--- config.mk ---
export PLATFORM = sky130hd
export DESIGN_NAME = program_loader_flat
export DESIGN_NICKNAME = d
export VERILOG_FILES = /design/src/rtl/program_loader_pkg.sv /design/src/rtl/program_loader_if.sv /design/src/rtl/program_loader.sv /design/src/flat_wrapper.sv
export SDC_FILE = /design/constraint.sdc
export NUM_CORES = 1
export LEC_CHECK = 0
export ABC_AREA = 1
export CELL_PAD_IN_SITES_DETAIL_PLACEMENT = 1
export CELL_PAD_IN_SITES_GLOBAL_PLACEMENT = 1
export CORE_UTILIZATION = 37
export DETAILED_ROUTE_END_ITERATION = 10
export HOLD_SLACK_MARGIN = 0.1
export PLACE_DENSITY = 0.81
export SLEW_MARGIN = 10
export SYNTH_ARGS = -nofsm -noshare
export SYNTH_HDL_FRONTEND = slang
export SYNTH_SLANG_ARGS = --single-unit
--- constraint.sdc ---
create_clock -name clk -period 2.1 [get_ports clk]
set_input_delay 0.42 -clock clk [delete_from_list [all_inputs] [get_ports clk]]
set_output_delay 0.42 -clock clk [all_outputs]
set_load 0.03 [all_outputs]
--- src/rtl/program_loader_pkg.sv ---
// -----------------------------------------------------------------------------
// program_loader_pkg
// Shared types and constants for the program loader.
//   - LOADER_ADDR_W / LOADER_DATA_W : RAM address and byte widths
//   - loader_state_t                : loader FSM state encoding
//   - frame_field_t                 : position of a byte within a load frame
//   - csum_ok()                     : checksum acceptance test
// Optional feature macro: PROGRAM_LOADER_CHECKSUM_EN (trailing CSUM byte).
// -----------------------------------------------------------------------------
package program_loader_pkg;

  localparam int LOADER_ADDR_W = 8;
  localparam int LOADER_DATA_W = 8;

  typedef enum logic [2:0] {
    ST_IDLE = 3'd0,
    ST_ADDR = 3'd1,
    ST_LEN  = 3'd2,
    ST_DATA = 3'd3,
    ST_CSUM = 3'd4,
    ST_DONE = 3'd5,
    ST_ERR  = 3'd6
  } loader_state_t;

  // Frame layout: BASE, LEN (0 encodes 256), LEN data bytes, optional CSUM.
  typedef enum logic [1:0] {
    FLD_BASE = 2'd0,
    FLD_LEN  = 2'd1,
    FLD_DATA = 2'd2,
    FLD_CSUM = 2'd3
  } frame_field_t;

  // A frame is good when the data bytes plus the checksum byte sum to zero mod 256.
  function automatic logic csum_ok(input logic [LOADER_DATA_W-1:0] sum,
                                   input logic [LOADER_DATA_W-1:0] csum);
    logic [LOADER_DATA_W-1:0] total;
    total = sum + csum;
    return (total == {LOADER_DATA_W{1'b0}});
  endfunction

endpackage

--- src/rtl/program_loader_if.sv ---
// -----------------------------------------------------------------------------
// program_loader_if
// Byte stream handshake feeding the program loader.
//   data  : stream byte
//   valid : data valid (driven by the source)
//   ready : sink accepts a byte this cycle
// Modports: master = byte source (host/UART/testbench), slave = loader.
// -----------------------------------------------------------------------------
interface program_loader_if #(
  parameter int DATA_W = 8
);
  logic [DATA_W-1:0] data;
  logic              valid;
  logic              ready;

  modport master (output data, output valid, input ready);
  modport slave  (input data, input valid, output ready);
endinterface

--- src/rtl/program_loader.sv ---
// -----------------------------------------------------------------------------
// program_loader
// Fills the CPU program/data RAM from a byte stream and keeps the CPU halted
// until the load finishes.
// Ports:
//   clk, rst_n   : clock, synchronous active-low reset
//   i_start      : one-cycle pulse, begins a load session (from IDLE/DONE/ERR)
//   s_in         : byte stream (program_loader_if.slave)
//   o_mem_addr   : RAM write address   o_mem_wdata : RAM write data
//   o_mem_we     : RAM write strobe, one cycle per accepted data byte
//   o_cpu_run    : CPU release (1 only in DONE)
//   o_busy       : session in progress
//   o_done       : load finished (sticky until next start)
//   o_err        : checksum mismatch (sticky); constant 0 without checksum
// Optional feature macro: PROGRAM_LOADER_CHECKSUM_EN adds the CSUM byte,
// the running-sum accumulator and the ERR path.
// -----------------------------------------------------------------------------
module program_loader
  import program_loader_pkg::*;
#(
  parameter int ADDR_W = LOADER_ADDR_W,
  parameter int DATA_W = LOADER_DATA_W
) (
  input  logic              clk,
  input  logic              rst_n,
  input  logic              i_start,
  program_loader_if.slave   s_in,
  output logic [ADDR_W-1:0] o_mem_addr,
  output logic [DATA_W-1:0] o_mem_wdata,
  output logic              o_mem_we,
  output logic              o_cpu_run,
  output logic              o_busy,
  output logic              o_done,
  output logic              o_err
);

  loader_state_t     r_state;
  loader_state_t     w_next;
  logic [ADDR_W-1:0] r_ptr;
  logic [DATA_W-1:0] r_cnt;
  logic [ADDR_W-1:0] r_mem_addr;
  logic [DATA_W-1:0] r_mem_wdata;
  logic              r_mem_we;
  logic              r_ready;
  logic              r_busy;
  logic              r_done;
  logic              r_run;
  logic              w_accept;
`ifdef PROGRAM_LOADER_CHECKSUM_EN
  logic [DATA_W-1:0] r_sum;
  logic              r_err;
`endif

  assign w_accept = s_in.valid & r_ready;

  // Next-state decode.
  always_comb begin
    w_next = r_state;
    case (r_state)
      ST_IDLE: begin
        if (i_start) w_next = ST_ADDR;
        else         w_next = r_state;
      end
      ST_ADDR: begin
        if (w_accept) w_next = ST_LEN;
        else          w_next = r_state;
      end
      ST_LEN: begin
        if (w_accept) w_next = ST_DATA;
        else          w_next = r_state;
      end
      ST_DATA: begin
        if (w_accept && (r_cnt == {DATA_W{1'b0}})) begin
`ifdef PROGRAM_LOADER_CHECKSUM_EN
          w_next = ST_CSUM;
`else
          w_next = ST_DONE;
`endif
        end else begin
          w_next = r_state;
        end
      end
`ifdef PROGRAM_LOADER_CHECKSUM_EN
      ST_CSUM: begin
        if (w_accept) w_next = csum_ok(r_sum, s_in.data) ? ST_DONE : ST_ERR;
        else          w_next = r_state;
      end
`endif
      ST_DONE, ST_ERR: begin
        if (i_start) w_next = ST_ADDR;
        else         w_next = r_state;
      end
      default: w_next = ST_IDLE;
    endcase
  end

  // State register, datapath (pointer, counter, sum) and registered outputs.
  always_ff @(posedge clk) begin
    if (!rst_n) begin
      r_state     <= ST_IDLE;
      r_ptr       <= {ADDR_W{1'b0}};
      r_cnt       <= {DATA_W{1'b0}};
      r_mem_addr  <= {ADDR_W{1'b0}};
      r_mem_wdata <= {DATA_W{1'b0}};
      r_mem_we    <= 1'b0;
      r_ready     <= 1'b0;
      r_busy      <= 1'b0;
      r_done      <= 1'b0;
      r_run       <= 1'b0;
`ifdef PROGRAM_LOADER_CHECKSUM_EN
      r_sum       <= {DATA_W{1'b0}};
      r_err       <= 1'b0;
`endif
    end else begin
      r_state  <= w_next;
      r_mem_we <= 1'b0;
      // ready/busy track the state being entered so no byte is taken in DONE/ERR.
      r_ready  <= (w_next == ST_ADDR) || (w_next == ST_LEN) ||
                  (w_next == ST_DATA) || (w_next == ST_CSUM);
      r_busy   <= (w_next == ST_ADDR) || (w_next == ST_LEN) ||
                  (w_next == ST_DATA) || (w_next == ST_CSUM);
      // Coming straight from DATA, hold release back one cycle so the last
      // write lands before the CPU can fetch.
      r_done   <= (w_next == ST_DONE) && (r_state != ST_DATA);
      r_run    <= (w_next == ST_DONE) && (r_state != ST_DATA);
`ifdef PROGRAM_LOADER_CHECKSUM_EN
      r_err    <= (w_next == ST_ERR);
`endif
      case (r_state)
        ST_ADDR: begin
          if (w_accept) r_ptr <= ADDR_W'(s_in.data);
`ifdef PROGRAM_LOADER_CHECKSUM_EN
          r_sum <= {DATA_W{1'b0}};
`endif
        end
        ST_LEN: begin
          // LEN = 0 wraps to 255 here, giving a 256-byte frame.
          if (w_accept) r_cnt <= s_in.data - DATA_W'(1);
        end
        ST_DATA: begin
          if (w_accept) begin
            r_mem_we    <= 1'b1;
            r_mem_addr  <= r_ptr;
            r_mem_wdata <= s_in.data;
            r_ptr       <= r_ptr + ADDR_W'(1);
            r_cnt       <= r_cnt - DATA_W'(1);
`ifdef PROGRAM_LOADER_CHECKSUM_EN
            r_sum       <= r_sum + s_in.data;
`endif
          end
        end
        default: begin
        end
      endcase
    end
  end

  assign s_in.ready  = r_ready;
  assign o_mem_addr  = r_mem_addr;
  assign o_mem_wdata = r_mem_wdata;
  assign o_mem_we    = r_mem_we;
  assign o_cpu_run   = r_run;
  assign o_busy      = r_busy;
  assign o_done      = r_done;
`ifdef PROGRAM_LOADER_CHECKSUM_EN
  assign o_err       = r_err;
`else
  assign o_err       = 1'b0;
`endif

endmodule

--- src/flat_wrapper.sv ---
// flat-port wrapper written by rule: the top's interface ports become plain ports
module program_loader_flat import program_loader_pkg::*;
#(
  parameter int ADDR_W = LOADER_ADDR_W,
  parameter int DATA_W = LOADER_DATA_W
)
  (clk, rst_n, i_start, o_mem_addr, o_mem_wdata, o_mem_we, o_cpu_run, o_busy, o_done, o_err, s_in_data, s_in_valid, s_in_ready);
  program_loader_if #(.DATA_W(DATA_W)) s_in_i ();
  input  logic clk;
  input  logic rst_n;
  input  logic i_start;
  output logic [ADDR_W-1:0] o_mem_addr;
  output logic [DATA_W-1:0] o_mem_wdata;
  output logic o_mem_we;
  output logic o_cpu_run;
  output logic o_busy;
  output logic o_done;
  output logic o_err;
  input wire logic [$bits(s_in_i.data)-1:0] s_in_data;
  input wire logic [$bits(s_in_i.valid)-1:0] s_in_valid;
  output wire logic [$bits(s_in_i.ready)-1:0] s_in_ready;
  assign s_in_i.data = s_in_data;
  assign s_in_i.valid = s_in_valid;
  assign s_in_ready = s_in_i.ready;
  program_loader #(.ADDR_W(ADDR_W), .DATA_W(DATA_W)) u_core (.clk(clk), .rst_n(rst_n), .i_start(i_start), .s_in(s_in_i), .o_mem_addr(o_mem_addr), .o_mem_wdata(o_mem_wdata), .o_mem_we(o_mem_we), .o_cpu_run(o_cpu_run), .o_busy(o_busy), .o_done(o_done), .o_err(o_err));
endmodule
; ---- After elaboration in Yosys (flattened, before gate mapping)
; Index checks and enable logic that the tools add are counted.
[word_totals]
elab_cells = 52
ff_bits = 38
[op_classes]
n_eq_ne = 14
reduce_logical = 14
add_sub_neg = 3
n_mux = 12
bitwise = 1
[ops]
columns = op, n
row1 = $mux 8, 4
row2 = $pmux 8 s2, 2
row3 = $sub 8x1->8 const B, 2
row4 = $eq 3x2->1 const B, 4
row5 = $eq 3x3->1 const B, 4
row6 = $mux 3, 4
row7 = $pmux 3 s4, 1
row8 = $add 8x1->8 const B, 1
row9 = $logic_not 8->1, 1
row10 = $eq 3x1->1 const B, 2
row11 = $ne 2x1->1 const B, 3
row12 = $reduce_and 3->1, 2
row13 = $reduce_and 2->1, 2
row14 = $reduce_bool 2->1, 2
row15 = $logic_not 3->1, 1
row16 = $logic_or 1x1->1, 3
row17 = $ne 3x2->1 const B, 1
row18 = $reduce_or 3->1, 1
row19 = $logic_and 1x1->1, 2
row20 = $and 1x1->1, 1
row21 = $mux 1, 1

; ---- Depth between registers and ports, before layout
[depth]
depth_word = 8
ltp_mapped = 13

; ---- Worst setup path before layout
; No wires, ideal clock.
[synth_timing]
kind = flip-flop to flip-flop
start = register u_core.r_state[1]
end = register u_core.r_cnt[6]
stages_incl_launch_ff = 13
n_path_buf = 2
t_arrival_ns = 1.439
synth_period_minus_slack_ns = 1.556
setup_time_ns = 0.117
required_time_ns = 1.983
slack_ns = 0.544
cell_sequence = dfxtp_1 > buf_4 > nand3_4 > buf_6 > nand2_1 > nand2_1 > inv_2 > ha_1 > nand2_2 > nor2_2 > nand2_1 > a21oi_1 > nor2_1
[synth_via]
elab_chain_len = 3
[synth_rtl]
columns = element, line
row1 = "start, declared", program_loader.sv:37  ; loader_state_t r_state;
row2 = "start signal, assigned", program_loader.sv:115  ; r_state <= w_next;
row3 = $eq 3x2->1, program_loader.sv:129  ; case (r_state)
row4 = $ne 2x1->1 (no source line) or $reduce_bool 2->1 (tied branches), -
row5 = $reduce_and 3->1 (no source line), -
row6 = "end signal, assigned", program_loader.sv:102  ; r_cnt <= {DATA_W{1'b0}};
row7 = "end signal, assigned", program_loader.sv:138  ; if (w_accept) r_cnt <= s_in.data - DATA_W'(1);
row8 = "end signal, assigned", program_loader.sv:146  ; r_cnt <= r_cnt - DATA_W'(1);
row9 = "end, declared", program_loader.sv:40  ; logic [DATA_W-1:0] r_cnt;
; Parallel ways exist; a longest one is shown, timed or not.
; A chain may end at the register's enable or synchronous reset.

; ---- Worst setup path after layout
[layout_timing]
start = register u_core.r_state[2]
end = register u_core.r_cnt[6]
; Same word-level chain as after synthesis.

==> impl_results.md <==
- Fin crit share: 88.6%
- CP Capture Point: u_core.r_cnt[6]
- CP max FO: 11
- Critical path data arrival time: 2.05 ns
- Antenna violations before repair: 0
- Largest net degree at the start of global routing: 28
- Initial Util: 39.1%
- Synth warn: 0
- Hold path cells: 2
- WL/cell: 14.2 µm
- Reg2reg start: u_core.r_state[2]
- Max clock buf depth: 2
- Post-DRT Antenna Nets: 0
- Vias after detailed routing: 1884
- Postcts setup bufs: 0
- # hold bufs at CTS: 0
- Final hold slack: 0.496 ns
- Filler cells: 627
- WL final: 5230 µm
- Clk sinks: 38
- Syn Inst Count: 270
- Max Cap Viol: 0
- Share of layout cells above drive strength 1: 8.64%
- Post-DP HPWL: 3920 µm
- Placement Cell Area: 2250 µm²
- Die Wd: 73.2 µm
- Hold Startpoint: u_core.r_ptr[7]
- Fin. Hold Viols: 0
- Sequential area share after synthesis: 40.6%
- Die span in y: 73.2 µm
- Total power: 1.46 mW
- Critical Path Source Type: flop
- 1st-iter DRT viols: 129
- # setup viols final: 0
- RSZ-0062 raised after global routing: false
- Worst endpoint required time: 2.29 ns
- Core Region: 4790 µm²
- CTS Buf Count: 5
- Vias per cell: 5.12
- Status: finished, final reports clean
- Peak VDD IR: 0.348 mV
- Synth unique cells: 27
- Input/output buffers: 32
- # rows: 25
- R2R depth: 12
- First-pass GRT wire length: 9050 µm
- Cell area after layout: 2330 µm²
- Die area: 5350 µm²
- Clock Latency Late Sink: 0.29 ns
- Syn nets: 284
- Diodes inserted: 0
- Post-cts resize count: 0
- Seq cells post-synth: 38
- Pwr Density: 627 nW/µm²
- Max Clk Rate: 0.538 GHz
- Dpl cells: 361
- Reg clk slew, reported paths: 0.08 ns
- IO Pins: 34
- DRC: 0
- Layout area overhead: 24.3%
- Mapped Avg Cell Area: 6.94 µm²
- Non-Filler Instances: 368
- Crit. Startpoint: u_core.r_state[2]
- Root buf cell: clkbuf_8
- H-tree depth: 2
- Crit. End Element: flop
- Final global-route overflow total: 0
- Final TNS setup: 0 ns
- Gr usage total: 22.1%
- Final min period: 1.86 ns
- First-pass DRT Iterations: 4
- CTS tree: built
- Min-Delay Path Class: reg2reg
- FF-to-FF End: u_core.r_cnt[6]
- Clk_skew: 0.00362 ns
- P_leak: 0.989 nW
- Vias in the first global route: 1863
- Post-Synthesis Cell Area: 1870 µm²
- Placer Congestion: 0.802
- Max Slew Vio Count: 0
- Final net count: 315
- Critical path class: reg2reg
- Flop2flop setup slack: 0.24 ns
-- cells in the final DEF (no fill, tap or decap) --
master	n
nor2_1	44
nand2_1	39
dfxtp_1	38
o21ai_0	36
clkdlybuf4s50_1	32
inv_1	27
a21oi_1	14
nand3_1	14
a31oi_1	9
nand4_1	7
buf_4	6
clkbuf_8	5
inv_2	4
o21ai_1	3
nand2_2	3
nor2_2	2
nor4_1	2
xor2_1	2
o22ai_1	2
ha_1	2
clkinv_2	2
inv_4	1
nand3_4	1
nor3_2	1
clkinv_1	1
o221ai_1	1
o211ai_1	1
conb_1	1
buf_12	1
-- cells in the mapped netlist --
cell / number / area (µm²)
nand3_1: 14 / 70.1
a31oi_1: 9 / 56.3
xor2_1: 2 / 17.5
o21ai_0: 36 / 180
o21ai_1: 3 / 15.0
nor2_2: 2 / 12.5
a21oi_1: 14 / 70.1
dfxtp_1: 38 / 761
ha_1: 2 / 25.0
o22ai_1: 2 / 12.5
buf_2: 4 / 20.0
nand3_4: 1 / 17.5
nor2_1: 44 / 165
inv_1: 27 / 101
buf_6: 1 / 11.3
o211ai_1: 1 / 7.51
nor4_1: 2 / 12.5
nand4_1: 7 / 43.8
nand2_2: 3 / 18.8
o221ai_1: 1 / 8.76
clkinv_1: 1 / 3.75
buf_4: 7 / 52.6
conb_1: 1 / 3.75
clkbuf_1: 3 / 11.3
inv_2: 5 / 18.8
nand2_1: 39 / 146
nor3_2: 1 / 10.0
-- cells by family after synthesis --
kind of cell               share of synthesized area, %
xor gates and xnor gates                          0.935
and+or+nand+nor                                    26.5
other                                             0.200
AOI/OAI and AO/OA                                  18.7
DFF                                                40.6
adders and majority gates                          1.34
buffers and inverters                              11.7
-- power by group --
part,switching [mW],internal [mW]
clock network,0.266,0.223
logic,0.132,0.0803
registers,0.0178,0.740
total,0.416,1.04
-- layout make-up --
class | instances | area [µm²] | share of cell area, %
Sequential cell | 38 | 761 | 32.7
Multi-Input combinational cell | 184 | 893 | 38.4
Clock inverter | 2 | 10.0 | 0.430
Inverter | 33 | 126 | 5.43
Timing Repair Buffer | 39 | 385 | 16.6
Clock buffer | 5 | 68.8 | 2.96
Tap cell | 67 | 83.8 | 3.60
-- metal layers --
metal | vias to the layer above | global-route usage, % | routed length, µm
met5 | - | 0 | 0
met3 | 15 | 4.70 | 191
met2 | 46 | 35.5 | 2360
met1 | 877 | 28.2 | 2520
met4 | 0 | 10.2 | 163
li1 | 946 | - | -
-- registers in the layout, summed over array words and instances (netlist names) --
| name | cells |
|---|---|
| u_core.o_mem_we | 1 |
| u_core.r_state | 3 |
| u_core.o_mem_wdata | 8 |
| u_core.r_cnt | 8 |
| u_core.s_in.ready | 1 |
| u_core.o_done | 1 |
| u_core.r_ptr | 8 |
| u_core.o_mem_addr | 8 |
-- worst min path at each step --
stage	endpoint	slack (ns)
floorplan	u_core.o_mem_addr[7]	0.45
global placement	u_core.o_mem_addr[7]	0.47
detailed placement	u_core.o_mem_addr[7]	0.48
CTS	u_core.o_mem_addr[7]	0.50
global route	u_core.o_mem_addr[7]	0.52
finish	u_core.o_mem_addr[7]	0.50
-- stage by stage --
step                setup WS [ns]  util, %
floorplan                   0.544        -
global placement            0.159     47.0
detailed placement          0.124     47.0
CTS                         0.213     48.6
global route               0.0140     48.7
finish                      0.240     48.7
-- worst max-delay path: stages, from the launching register on --
cell     delay (ns)
dfxtp_1        0.49
inv_4          0.13
nand3_4        0.16
nand2_1        0.10
o21ai_1        0.16
inv_1          0.09
ha_1           0.21
nand2_2        0.10
nor2_2         0.06
nand2_1        0.05
nand2_1        0.04
a21oi_1        0.11
nor2_1         0.05
Note: power is estimated with default switching activity, not from simulation.
